**src/rtl/fft_bin_streamer_if.sv**
```systemverilog
`default_nettype none
// ============================================================================
// Module   : fft_bin_streamer_if
// Purpose  : Valid/ready bin-beat bus carrying one complex FFT bin per beat.
// Revision : 1.0 - initial release
// ============================================================================
interface fft_bin_streamer_if #(
  parameter int POINT_FFT_POW2 = 4,
  parameter int FRAC_BITS      = 15
);
  logic                      valid;
  logic                      ready;
  logic signed [FRAC_BITS:0] re;
  logic signed [FRAC_BITS:0] im;
  logic [POINT_FFT_POW2-1:0] bin;
  logic                      last;

  modport master (output valid, re, im, bin, last, input ready);
  modport slave  (input valid, re, im, bin, last, output ready);
endinterface
`default_nettype wire

```
**src/rtl/fft_bin_streamer.sv**
```systemverilog
`default_nettype none
// ============================================================================
// Module   : fft_bin_streamer
// Purpose  : Snapshots the FFT result array a fixed latency after start and
//            streams it one bin per valid/ready beat, optionally de-bit-reversed.
// Revision : 1.0 - initial release
// ============================================================================
module fft_bin_streamer #(
  parameter int POINT_FFT_POW2 = 4,
  parameter int POINT_FFT      = 16,
  parameter int FRAC_BITS      = 15,
  parameter int LATENCY        = 48,
  parameter bit BIT_REVERSE    = 1'b0
) (
  input  logic                                   clk_i,
  input  logic                                   rst_ni,
  input  logic                                   fft_start_i,
  input  logic [POINT_FFT-1:0][1:0][FRAC_BITS:0] fft_data_i,
  fft_bin_streamer_if.master                     m,
  output logic                                   busy_o,
  output logic                                   overrun_o
);

  localparam int                        c_cnt_w    = $clog2(LATENCY + 1);
  localparam logic [c_cnt_w-1:0]        c_lat_last = c_cnt_w'(LATENCY - 1);
  localparam logic [c_cnt_w-1:0]        c_cnt_one  = c_cnt_w'(1);
  localparam logic [POINT_FFT_POW2-1:0] c_idx_last = {POINT_FFT_POW2{1'b1}};
  localparam logic [POINT_FFT_POW2-1:0] c_idx_one  = POINT_FFT_POW2'(1);

  typedef enum logic [1:0] {
    S_IDLE   = 2'd0,
    S_WAIT   = 2'd1,
    S_STREAM = 2'd2
  } state_t;

  state_t                                r_state;
  state_t                                w_state_nxt;
  logic [c_cnt_w-1:0]                    r_cnt;
  logic [POINT_FFT_POW2-1:0]             r_idx;
  logic [POINT_FFT-1:0][1:0][FRAC_BITS:0] r_frame;
  logic                                  r_overrun;

  logic                      w_handshake;
  logic                      w_final;
  logic                      w_cnt_clr;
  logic                      w_capture;
  logic                      w_advance;
  logic                      w_overrun_nxt;
  logic [POINT_FFT_POW2-1:0] w_sel;

  assign w_handshake = (r_state == S_STREAM) && m.ready;
  assign w_final     = w_handshake && (r_idx == c_idx_last);

  always_ff @(posedge clk_i) begin
    if (!rst_ni) r_state <= S_IDLE;
    else         r_state <= w_state_nxt;
  end

  always_comb begin
    w_state_nxt   = r_state;
    w_cnt_clr     = 1'b0;
    w_capture     = 1'b0;
    w_advance     = 1'b0;
    w_overrun_nxt = 1'b0;
    case (r_state)
      S_IDLE: begin
        if (fft_start_i) begin
          w_state_nxt = S_WAIT;
          w_cnt_clr   = 1'b1;
        end
      end
      S_WAIT: begin
        w_overrun_nxt = fft_start_i;
        if (r_cnt == c_lat_last) begin
          w_state_nxt = S_STREAM;
          w_capture   = 1'b1;
        end
      end
      S_STREAM: begin
        // A start landing on the final handshake chains the next frame instead of overrunning.
        w_overrun_nxt = fft_start_i && !w_final;
        if (w_handshake) begin
          w_advance = 1'b1;
          if (w_final) begin
            if (fft_start_i) begin
              w_state_nxt = S_WAIT;
              w_cnt_clr   = 1'b1;
            end else begin
              w_state_nxt = S_IDLE;
            end
          end
        end
      end
      default: w_state_nxt = S_IDLE;
    endcase
  end

  always_ff @(posedge clk_i) begin
    if (!rst_ni) begin
      r_cnt     <= '0;
      r_idx     <= '0;
      r_frame   <= '0;
      r_overrun <= 1'b0;
    end else begin
      r_overrun <= w_overrun_nxt;
      if (w_cnt_clr)              r_cnt <= '0;
      else if (r_state == S_WAIT) r_cnt <= r_cnt + c_cnt_one;
      if (w_capture) begin
        r_frame <= fft_data_i;
        r_idx   <= '0;
      end else if (w_advance) begin
        r_idx <= w_final ? '0 : r_idx + c_idx_one;
      end
    end
  end

  generate
    if (BIT_REVERSE) begin : g_bitrev
      for (genvar b = 0; b < POINT_FFT_POW2; b++) begin : g_bit
        assign w_sel[b] = r_idx[POINT_FFT_POW2-1-b];
      end
    end else begin : g_natural
      assign w_sel = r_idx;
    end
  endgenerate

  assign m.valid  = (r_state == S_STREAM);
  assign m.bin    = r_idx;
  assign m.last   = m.valid && (r_idx == c_idx_last);
  assign busy_o   = (r_state != S_IDLE);
  assign overrun_o = r_overrun;

  always_comb begin
    m.re = '0;
    m.im = '0;
    if (r_state == S_STREAM) begin
      m.re = r_frame[w_sel][0];
      m.im = r_frame[w_sel][1];
    end
  end

endmodule
`default_nettype wire

```
**src/flat_wrapper.sv**
```systemverilog
// flat-port wrapper written by rule: the top's interface ports become plain ports
module fft_bin_streamer_flat 
#(
  parameter int POINT_FFT_POW2 = 4,
  parameter int POINT_FFT      = 16,
  parameter int FRAC_BITS      = 15,
  parameter int LATENCY        = 48,
  parameter bit BIT_REVERSE    = 1'b0
)
  (clk_i, rst_ni, fft_start_i, fft_data_i, busy_o, overrun_o, m_valid, m_re, m_im, m_bin, m_last, m_ready);
  fft_bin_streamer_if #(.POINT_FFT_POW2(POINT_FFT_POW2), .FRAC_BITS(FRAC_BITS)) m_i ();
  input  logic clk_i;
  input  logic rst_ni;
  input  logic fft_start_i;
  input  logic [POINT_FFT-1:0][1:0][FRAC_BITS:0] fft_data_i;
  output logic busy_o;
  output logic overrun_o;
  output wire logic [$bits(m_i.valid)-1:0] m_valid;
  output wire logic [$bits(m_i.re)-1:0] m_re;
  output wire logic [$bits(m_i.im)-1:0] m_im;
  output wire logic [$bits(m_i.bin)-1:0] m_bin;
  output wire logic [$bits(m_i.last)-1:0] m_last;
  input wire logic [$bits(m_i.ready)-1:0] m_ready;
  assign m_valid = m_i.valid;
  assign m_re = m_i.re;
  assign m_im = m_i.im;
  assign m_bin = m_i.bin;
  assign m_last = m_i.last;
  assign m_i.ready = m_ready;
  fft_bin_streamer #(.POINT_FFT_POW2(POINT_FFT_POW2), .POINT_FFT(POINT_FFT), .FRAC_BITS(FRAC_BITS), .LATENCY(LATENCY), .BIT_REVERSE(BIT_REVERSE)) u_core (.clk_i(clk_i), .rst_ni(rst_ni), .fft_start_i(fft_start_i), .fft_data_i(fft_data_i), .m(m_i), .busy_o(busy_o), .overrun_o(overrun_o));
endmodule
```
**config.mk**
```make
export PLATFORM = sky130hd
export DESIGN_NAME = fft_bin_streamer_flat
export DESIGN_NICKNAME = d
export VERILOG_FILES = /design/src/rtl/fft_bin_streamer_if.sv /design/src/rtl/fft_bin_streamer.sv /design/src/flat_wrapper.sv
export SDC_FILE = /design/constraint.sdc
export NUM_CORES = 1
export LEC_CHECK = 0
export CAP_MARGIN = 10
export CORE_UTILIZATION = 45
export CTS_CLUSTER_DIAMETER = 200
export DETAILED_ROUTE_END_ITERATION = 12
export GPL_ROUTABILITY_DRIVEN = 0
export GPL_TIMING_DRIVEN = 0
export HOLD_SLACK_MARGIN = 0.1
export PLACE_DENSITY = 0.73
export SYNTH_ARGS = -nofsm -noshare
export SYNTH_HDL_FRONTEND = slang
export SYNTH_SLANG_ARGS = --single-unit
export TNS_END_PERCENT = 1
```
**constraint.sdc**
```tcl
create_clock -name clk_i -period 2.7 [get_ports clk_i]
set_clock_uncertainty 0.2 [all_clocks]
set_input_delay 0.675 -clock clk_i [delete_from_list [all_inputs] [get_ports clk_i]]
set_output_delay 0.675 -clock clk_i [all_outputs]
set_load 0.03 [all_outputs]
```
* Word level (Yosys, flattened, before mapping) *
Cells that the tools add are included.

operators by class
  reduce and logical (&&, ||, !) cells = 10
  add/subtract/negate cells = 2
  mux-type cells = 20
  shift operators = 0
  multipliers = 0
  order comparisons = 1
  bitwise logic cells = 1
  div/mod/pow operators = 0
  eq/ne operators = 8

operator list
  cell                   number
  $bmux W32 S4           1
  $mux W16               2
  $mux W32               1
  $mux W1                8
  $mux W2                4
  $add A6 B1 Y6 const B  1
  $eq A6 B6 Y1 const B   1
  $ne A2 B2 Y1 const B   3
  $pmux W2 S3            1
  $lt A4 B5 Y1 const B   1
  $add A4 B1 Y4 const B  1
  $eq A4 B4 Y1 const B   1
  $logic_and A1 B1 Y1    4
  $mux W4                1
  $pmux W1 S2            2
  $reduce_and A4 Y1      1
  $reduce_or A2 Y1       2
  $eq A2 B1 Y1 const B   1
  $eq A2 B2 Y1 const B   1
  $logic_not A2 Y1       1
  $ne A2 B1 Y1 const B   1
  $reduce_bool A2 Y1     1
  $logic_not A1 Y1       1
  $not A1 Y1             1

storage, ports and cells
  bits in writable memories = 0
  memories = 0
  memory bits (read-only) = 0
  register bits = 525
  input port bits = 516
  logic and storage cells = 78
  bits in latches = 0
  output and inout port bits = 40

* Logic depth before layout (Yosys ltp) *
  depth in word-level cells = 7
  mapped depth = 10
  depth with buffers taken out = 6

* Least setup slack after synthesis *
OpenSTA, ideal clock, no wires.

  path kind = flip-flop to output port
  from = reg u_core.r_idx[1], in the netlist u_core.m.bin[1]
  to = out m_im[0]
  slack = -0.324 ns
  data required time = 1.825 ns
  cell stages (with the launch flop) = 8
  arrival = 2.149 ns
  cell sequence = dfxtp_1 -> buf_2 -> buf_4 -> nor2b_1 -> clkbuf_1 -> a22oi_1 -> nand2_1 -> o21ai_0

on the way
  word-level cells in the longest chain between the ends = 3

ends and longest elaborated chain
  element                 line                     RTL
  from (decl)             fft_bin_streamer.sv:39   logic [POINT_FFT_POW2-1:0] r_idx;
  from (signal assigned)  fft_bin_streamer.sv:112  r_idx <= w_final ? '0 : r_idx + c_idx_one;
  $bmux W32 S4            fft_bin_streamer.sv:138  m.im = r_frame[w_sel][1];
  $mux W32                -
  $mux W16                fft_bin_streamer.sv:136  if (r_state == S_STREAM) begin
  to (decl)               flat_wrapper.sv:20       output wire logic [$bits(m_i.im)-1:0] m_im;

No other way between the ends. The select of a mux whose other input is x is not followed.

* Worst setup path after layout *
  from = reg u_core.r_idx[1], in the netlist u_core.m.bin[1]
  to = out m_im[4]

Same word-level chain as after synthesis.

==> results.py <==
metrics = {
    "outcome": {
        "status": "finished, violations left",
        "violations": "negative setup slack",
    },
    "yosys": {
        "syn_inst": 2716,
        "syn_avg_cell_area_um2": 8.77,
        "synth-seq-area-share_pct": 44.1,
        "syn-num-nets": 3238,
        "yosysWarningCount": 0,
        "synthArstFlopShare_pct": 0,
        "synthTopCellsByCount": "1,063 x nand2_1, 525 x dfxtp_1, 480 x a21boi_1",
        "synth-edff-count": 0,
        "yosys.cell_count.top_type": "nand2_1",
        "yosys_register_bits": 525,
        "ys_types": 39,
        "synth-main-ff-cell": "dfxtp_1",
        "synth.area.top_cells": "dfxtp_1 44%, nand2_1 17%, a21boi_1 15%",
        "synth_top_area_share_pct": 44.1,
        "synth_top_area_cell": "dfxtp_1",
        "syn_area_mm2": 0.0238,
    },
    "sta": {
        "fmax_ghz": 0.293,
        "hold_viol": 0,
        "period_share_pct": 126,
        "min_period_ns": 3.42,
        "rsz0062_at_grt": "yes",
        "setup_violations": 34,
        "relSlewSlack_pct": 30.3,
        "drv_slew": 0,
        "finalWorstSetupSlack_ns": -0.715,
        "tightest_slew_ns": 1.05,
        "hold_ws_ns": 0.254,
    },
    "detailed_routing": {
        "via_count": 22600,
        "wire_per_inst_um": 23.7,
        "drtIter0Drc": 1951,
        "routed_wl_mm": 96.6,
        "ant_nets": 0,
        "first_pass_iters": 5,
        "remaining_drc_errors": 0,
        "via_per_inst": 5.54,
    },
    "cts": {
        "cts_hold_buf": 0,
        "insertion_delay_ns": 0.61,
        "h-tree-depth": 2,
        "cts-buffers-inserted": 54,
        "clk_pin_slew_ns": 0.06,
        "cts_tree": "built",
        "cts_buffer_depth": 3,
        "cts.sinks": 525,
        "cts-root-buf": "clkbuf_16",
    },
    "critical_path": {
        "arrival_ns": 2.54,
        "crit_buf_inv": 4,
        "crit_top_cell": "buf_6",
        "critical-path-top-delay-family": "buffers and inverters",
        "crit_required_ns": 1.82,
        "end_kind": "output port",
        "worst_path_max_delay_cell": "dfxtp_4",
        "start_kind": "flip-flop",
        "crit_type": "reg -> out",
        "worst_path_largest_cell_delay_ns": 0.36,
        "critPathMaxFanout": 6,
        "crit_chain": "buf_6, buf_16, nor2b_4, clkbuf_8, a22oi_2, nand2_2, o21ai_4, buf_6",
    },
    "floorplan": {
        "die_h_um": 232,
        "fp-row-count": 83,
        "num_io_pins": 556,
        "die_w_um": 232,
        "die-area_mm2": 0.0538,
        "initial_utilization_pct": 45.9,
        "core_mm2": 0.0518,
    },
    "finish": {
        "drive_gt1_share_pct": 14.2,
        "num-nets-final": 3868,
        "utilization_pct": 64.3,
        "area_growth_pct": 39.9,
    },
    "pwr": {
        "pwr-share-seq_pct": 45.5,
        "p_sw_mw": 3.71,
        "power_density_mw_per_mm2": 513,
        "power_leakage_nw": 11.3,
        "internal_power_mw": 13.4,
        "p_sw_share_pct": 21.7,
        "ir_drop_mv": 0.484,
        "clkPwrFrac_pct": 47.3,
        "p_comb_share_pct": 7.3,
    },
    "run": {
        "maxCapViolations": 0,
    },
    "grt": {
        "grt.total_usage_pct": 35.1,
        "grt_overflow": 0,
        "grt_pass1_vias": 22800,
        "grt_max_degree": 15,
        "antenna_found_initial": 10,
        "grt_pass1_wl_mm": 139,
    },
    "placement": {
        "io_buffers": 554,
        "hpwl_mm": 76.4,
    },
    "worst_hold_path": {
        "hold_path.class": "reg -> reg",
    },
}
## metrics by stage
stage	instance area (um2)	power, mW	setup WS, ns	setup TNS, ns	cells
6_report	33300	17.1	-0.715	-19.49	4077
5_1_grt	33300	17.4	-0.704	-20.43	4076
4_1_cts	33200	17.1	-0.692	-19.63	4070
3_5_place_dp	30300	9.17	-1.40	-95.88	3950
3_3_place_gp	30300	9.16	-1.36	-87.20	3950
2_1_floorplan	23900	8.21	-0.130	-3.91	2716
## cells by family after synthesis
logic type | synth area share (%)
multiplexers | 11.5
adder cells (fa/ha/maj) | 0.315
buffers and inverters | 6.06
flip-flops | 44.1
AO/OA/AOI/OAI | 20.1
XOR/XNOR | 0.221
AND/OR/NAND/NOR | 17.6
## power by group through the flow
stage | combinational (mW) | sequential (mW) | clock, mW
3_5_place_dp | 1.23 | 7.94 | 0
2_1_floorplan | 0.272 | 7.94 | 0
5_1_grt | 1.29 | 7.76 | 8.39
4_1_cts | 1.24 | 7.76 | 8.09
3_3_place_gp | 1.23 | 7.94 | 0
6_report | 1.24 | 7.76 | 8.07
## worst paths after layout
path / start / end / slack (ns) / cells past startpoint
max reg2reg: u_core.r_state[1] / u_core.r_frame[31] / -0.01 / 10
min: u_core.r_frame[386] / u_core.r_frame[386] / 0.25 / 2
min reg2reg: u_core.r_frame[386] / u_core.r_frame[386] / 0.25 / 2
max: u_core.m.bin[1] / m_im[4] / -0.72 / 8
## state kept, by name, summed over array words and instances, names as in the netlist
signal,cells
u_core.r_frame,512
u_core.r_cnt,6
u_core.m.bin,4
u_core.r_state,2
u_core.overrun_o,1
## what timing repair did
| action | in CTS | in global routing |
|---|---|---|
| resized for setup | 412 | 26 |
| cloned | 7 | 0 |
| setup buffers | 16 | 0 |
| pin swaps | 37 | 11 |
| setup endpoints to repair | 43 | 74 |
## worst min-delay path: stages, from the launching register on
cell and delay [ns]:
dfxtp_1 0.31, nand2_1 0.05, a21boi_1 0.05
## cell usage in the layout, fill, tap and decap left out, types with 29 or more instances in the layout
| master | n |
|---|---|
| nand2_1 | 1059 |
| a21boi_1 | 480 |
| clkdlybuf4s50_1 | 517 |
| clkbuf_16 | 56 |
| a21boi_0 | 32 |
| a22oi_2 | 52 |
| buf_4 | 41 |
| buf_6 | 89 |
| dfxtp_1 | 521 |
| o21ai_2 | 29 |
| a22oi_1 | 41 |
| buf_2 | 39 |
| mux4_2 | 64 |
| mux2i_1 | 128 |
| clkbuf_1 | 69 |
## layout make-up
class | instances | area, um2
repair buffers | 577 | 5880
diodes | 7 | 17.5
clock buffers | 70 | 1500
inverters | 4 | 15.0
well taps | 680 | 851
clock inverters | 30 | 408
multi-input cells | 1958 | 12300
plain buffers | 226 | 1770
fillers | 4235 | 18500
flip-flops and latches | 525 | 10500
## per-layer routing
layer  track usage (%)  wire length (um)  up-vias
li1                  -                 -    10400
met1              42.9             38100    10900
met2              58.3             45300     1084
met3              5.78              7640      220
met4              19.9              5530        4
met5                 0                26        -
(Power assumes the default switching activity.)
